## src/rtl/exp_acc_ctrl.sv

```systemverilog
// exp_acc_ctrl: sequencing controller for the exponential-accumulate datapath.
// Optional WAIT-state engine timeout is built only when EXP_ACC_TIMEOUT_EN is defined.
module exp_acc_ctrl #(
  parameter int NSAMP   = 4,
  parameter int CNT_W   = 4,
  parameter int TIMEOUT = 64,
  parameter int TW      = 8
) (
  input  logic             clk,
  input  logic             rst,
  input  logic             start,
  input  logic             in_valid,
  output logic             in_ready,
  input  logic             eng_done,
  input  logic             full,
  output logic             ld,
  output logic             sh_en,
  output logic             ld_ui,
  output logic             eng_start,
  output logic             wr_req,
  output logic             busy,
  output logic             done,
  output logic             err,
  output logic [CNT_W-1:0] sample_cnt
);
  if (NSAMP < 1 || NSAMP > 2 ** CNT_W || TIMEOUT < 1 || TIMEOUT >= 2 ** TW) begin : g_bad_cfg
    $error("exp_acc_ctrl: illegal parameter combination");
  end

  typedef enum logic [2:0] {IDLE, ACCEPT, KICK, WAIT, WRITE, FIN} state_t;

  state_t           state_q, state_d;
  logic [CNT_W-1:0] cnt_q, cnt_d;
  logic             tmo;

`ifdef EXP_ACC_TIMEOUT_EN
  logic [TW-1:0] tcnt_q;
  logic          err_q;
  assign tmo = state_q == WAIT && !eng_done && tcnt_q == TW'(TIMEOUT - 1);
  // Counter is held at zero outside WAIT, so KICK always starts it fresh.
  always_ff @(posedge clk or negedge rst)
    if (!rst) begin
      tcnt_q <= '0;
      err_q  <= 1'b0;
    end else begin
      tcnt_q <= (state_q == WAIT) ? tcnt_q + 1'b1 : '0;
      err_q  <= (state_q == IDLE && start) ? 1'b0 : (err_q | tmo);
    end
  assign err = err_q;
`else
  assign tmo = 1'b0;
  assign err = 1'b0;
`endif

  always_comb begin
    state_d = state_q;
    cnt_d   = cnt_q;
    case (state_q)
      IDLE:   if (start) begin
        state_d = ACCEPT;
        cnt_d   = '0;
      end
      ACCEPT: if (in_valid) state_d = KICK;
      KICK:   state_d = WAIT;
      WAIT:   state_d = eng_done ? WRITE : tmo ? IDLE : WAIT;
      WRITE:  if (!full) begin
        cnt_d   = cnt_q + 1'b1;
        state_d = (cnt_q == CNT_W'(NSAMP - 1)) ? FIN : ACCEPT;
      end
      FIN:    state_d = IDLE;
      default: state_d = IDLE;
    endcase
  end

  always_ff @(posedge clk or negedge rst)
    if (!rst) begin
      state_q <= IDLE;
      cnt_q   <= '0;
    end else begin
      state_q <= state_d;
      cnt_q   <= cnt_d;
    end

  assign busy       = state_q != IDLE;
  assign in_ready   = state_q == ACCEPT;
  assign ld         = in_ready & in_valid;
  assign sh_en      = ld;
  assign ld_ui      = ld;
  assign eng_start  = state_q == KICK;
  assign wr_req     = state_q == WRITE && !full;
  assign done       = state_q == FIN;
  assign sample_cnt = cnt_q;
endmodule
```

## config.mk

```make
export PLATFORM = sky130hd
export DESIGN_NAME = exp_acc_ctrl
export DESIGN_NICKNAME = d
export VERILOG_FILES = /design/src/rtl/exp_acc_ctrl.sv
export SDC_FILE = /design/constraint.sdc
export NUM_CORES = 1
export LEC_CHECK = 0
export CAP_MARGIN = 20
export CORE_AREA = 2 2 39 41
export CTS_CLUSTER_SIZE = 14
export DETAILED_ROUTE_END_ITERATION = 8
export DIE_AREA = 0 0 41 43
export PLACE_DENSITY = 0.63
export RECOVER_POWER = 25
export SETUP_SLACK_MARGIN = 0.4
export SKIP_CTS_REPAIR_TIMING = 1
export SLEW_MARGIN = 5
export SYNTH_ARGS = -nofsm -noshare
export SYNTH_HDL_FRONTEND = slang
export SYNTH_SLANG_ARGS = --single-unit
```

## constraint.sdc

```tcl
create_clock -name clk -period 1.9 [get_ports clk]
set_clock_uncertainty 0.1 [all_clocks]
set_input_delay 0.475 -clock clk [delete_from_list [all_inputs] [get_ports clk]]
set_output_delay 0.475 -clock clk [all_outputs]
set_load 0.01 [all_outputs]
```

==> flow_summary.rst <==
.. list-table::
   :header-rows: 1

   * - Metric
     - Value
   * - Total nets after synthesis
     - 54
   * - R2R cell count
     - 5
   * - Unique masters post-synth
     - 23
   * - Placer's final routability congestion estimate
     - between 0.7 and 0.8
   * - Reg-to-reg critical path endpoint
     - sample_cnt[0]
   * - Area Overhead vs Synth
     - 64.8%
   * - Max Root-Sink Buffers
     - 2
   * - Standard cell core area
     - 1380 sq um
   * - Net Sw Power
     - ~330 uW
   * - Most frequent cells in the layout
     - buf_4, nand2_1, dlymetal6s2s_1, buf_2, dfrtp_1
   * - Share of synthesized registers carrying an async set or reset
     - 100%
   * - Post-synthesis register bit count
     - 7
   * - Initial DRC count
     - 1
   * - Maximum VDD drop
     - 0.696 mV
   * - Total Nets Final
     - 82
   * - Vias per Instance
     - 4.68
   * - Count of buffers from port buffering
     - 17
   * - Vias in the first global route
     - 428
   * - Most congested layer reported by global routing
     - met2
   * - Total wire length
     - 1.09 mm
   * - RSZ-0062 raised after global routing
     - yes
   * - Routed Antenna Nets
     - 0
   * - Area enclosed by the die boundary
     - 1760 sq um
   * - Path type of the worst min-delay path
     - flop to flop
   * - Setup slack after placement
     - -0.526 ns
   * - Vertical die dimension
     - 43 um
   * - Detailed placer's ending HPWL
     - 878 um
   * - Antenna Cells
     - 0
   * - Starting Density
     - 32.1%
   * - Main area contributors after synthesis
     - dfrtp_1, buf_4, nand2_1
   * - Placement row count
     - 14
   * - Hold Violations, Final
     - 0
   * - Part of the power in the clock network
     - 15.5%
   * - Classification of the worst setup path
     - flop to output port
   * - Total number of H-tree levels
     - 1
   * - Synthesized area
     - ~440 sq um
   * - Category of the worst setup path capture point
     - output port
   * - Power density normalized to cell area
     - 1220 nW/um^2
   * - Root Driver
     - clkbuf_4
   * - Setup violation total in the final timing report
     - 0
   * - Relative contribution of combinational cells to total power
     - between 50% and 60%
   * - Hold Crit Depth
     - 1
   * - Most common cell after layout, fill and taps aside
     - buf_4
   * - Sequential share of the synthesized area
     - 39.4%
   * - Reg clk slew, reported paths
     - 0.05 ns
   * - Overall via count from detail_route
     - 421
   * - Post-layout power
     - 893 uW
   * - Sinks on Clock Net
     - 7
   * - Critical path startpoint
     - state_q[2]
   * - Worst EP arrival
     - 1.27 ns
   * - Final worst-path cycle share
     - between 90 and 100%
   * - Mapped Avg Cell Area
     - 9.45 sq um
   * - Overall fraction of global-route tracks in use
     - 15.0%
   * - Reg-to-reg startpoint
     - state_q[2]
   * - Crit path max fanout
     - 6
   * - Seq pwr share
     - 29.0%
   * - Net Sw Frac
     - between 30 and 40%
   * - Number of antenna violations at the first check in global routing
     - 0
   * - Global-route met1 utilization
     - 15.8%
   * - Die outline width
     - 41 um
   * - Pin count of the biggest net entering global routing
     - 9
   * - Pre-Repair DR Iteration Count
     - 2
   * - Setup Total Neg Slack
     - 0 ns
   * - Most instantiated flip-flop cell in the synthesis netlist
     - dfrtp_1
   * - Area of all placed cells without fillers
     - 732 sq um
   * - Synthesis Warnings
     - 0
   * - Min-delay src
     - sample_cnt[2]
   * - Worst Setup Start Kind
     - flop
   * - Routed wire length per instance
     - around 12 um
   * - Final std cells w/o fill
     - 90
   * - Residual overflow from global routing
     - 0
   * - Clock latency reported for the late side of the worst-skew pair
     - 0.26 ns
   * - Final critical path time including I/O delays and setup
     - between 1.5 and 2 ns
   * - Highest clock frequency the design can meet
     - 0.541 GHz
   * - Number of enable-type register cells in the synthesized netlist
     - 0
   * - GR Layer Usage met2
     - roughly a quarter
   * - Global Route met3 Usage
     - about 6.3%
   * - First-pass GRT wire length
     - approximately 1.7 mm
   * - Yosys top cell area share
     - between 30% and 40%
   * - Required time reported for the critical path endpoint
     - 1.32 ns
   * - Number of DRC violations after detailed routing
     - 0
   * - Leakage Power
     - around 0.44 nW
   * - Destination of the worst hold path
     - sample_cnt[2]
   * - Ports placed on the boundary
     - 19
   * - Placed insts
     - 85
   * - Clock buffer count from CTS
     - 3
   * - Dominant cell type by area after synthesis
     - dfrtp_1
   * - Internal reg-to-reg setup slack
     - 0.08 ns
   * - Synthesized netlist cell count
     - 47
   * - Slew Viols, Final
     - 0
   * - Placed Area
     - 697 sq um
   * - Share of layout cells above drive strength 1
     - 41.9%
   * - Setup ws final
     - 0.0508 ns
   * - Cell internal pwr
     - 566 uW
   * - Number of maximum-capacitance violations
     - 0
   * - TritonCTS clock tree
     - yes
   * - Result of the run
     - finished clean
layout make-up:
cell class                 count  area, sq um
clock buffer                   4         26.3
sequential                     7          178
tap                           16         20.0
fill                         143          652
multi-input combinational     34          258
timing repair buffer          29          250
cells in the mapped netlist, types with 2 or more instances:
master    n
buf_4     3
a21oi_1   4
nor2_1    4
dfrtp_1   7
clkbuf_1  2
nand2_1   6
nor3b_1   2
nor2b_1   2
mux2i_1   2
o22ai_1   2
state kept, by name (all words and copies together) (netlist names):
| signal | cells |
|---|---|
| state_q | 3 |
| sample_cnt | 4 |
worst max path at each step:
stage | end | slack [ns] | cells after the start
after global placement | wr_req | -0.50 | 3
after floorplan | sample_cnt[0] | 0.25 | 4
after CTS | wr_req | -0.54 | 3
final | busy | 0.05 | 3
after global routing | busy | 0.01 | 3
after detailed placement | wr_req | -0.53 | 3
cells by family after synthesis:
| logic type | share of synthesized area (%) |
|---|---|
| AOI/OAI and AO/OA | 9.30 |
| adders and majority gates | 2.82 |
| buffers and inverters | 9.30 |
| DFF | 39.4 |
| muxes | 7.89 |
| other | 0.844 |
| and+or+nand+nor | 30.4 |
layer usage:
layer / share of wire (%) / routed length, um
met1: 41 / 446
met2: 55 / 598
met3: 3.3 / 36
met4: 1.0 / 11
met5: 0 / 0
per-stage QoR:
step,hold slack [ns],util (%)
6_report,0.397,52.9
5_1_grt,0.423,52.9
4_1_cts,0.385,52.3
3_5_place_dp,0.422,50.4
3_3_place_gp,0.383,50.4
2_1_floorplan,0.0794,-
critical path, cell delays in order, from the launching register on:
cell,delay (ns)
dfrtp_1,0.43
buf_6,0.15
or3_1,0.30
clkbuf_2,0.13
power by group through the flow:
stage                     clock network [mW]  registers (mW)  logic (mW)
after floorplan                            0           0.220       0.336
after global placement                     0           0.244       0.521
after detailed placement                   0           0.247       0.533
after CTS                              0.144           0.244       0.535
after global routing                   0.149           0.267       0.537
final                                  0.139           0.259       0.496
Power figures use the tool's default switching activity.
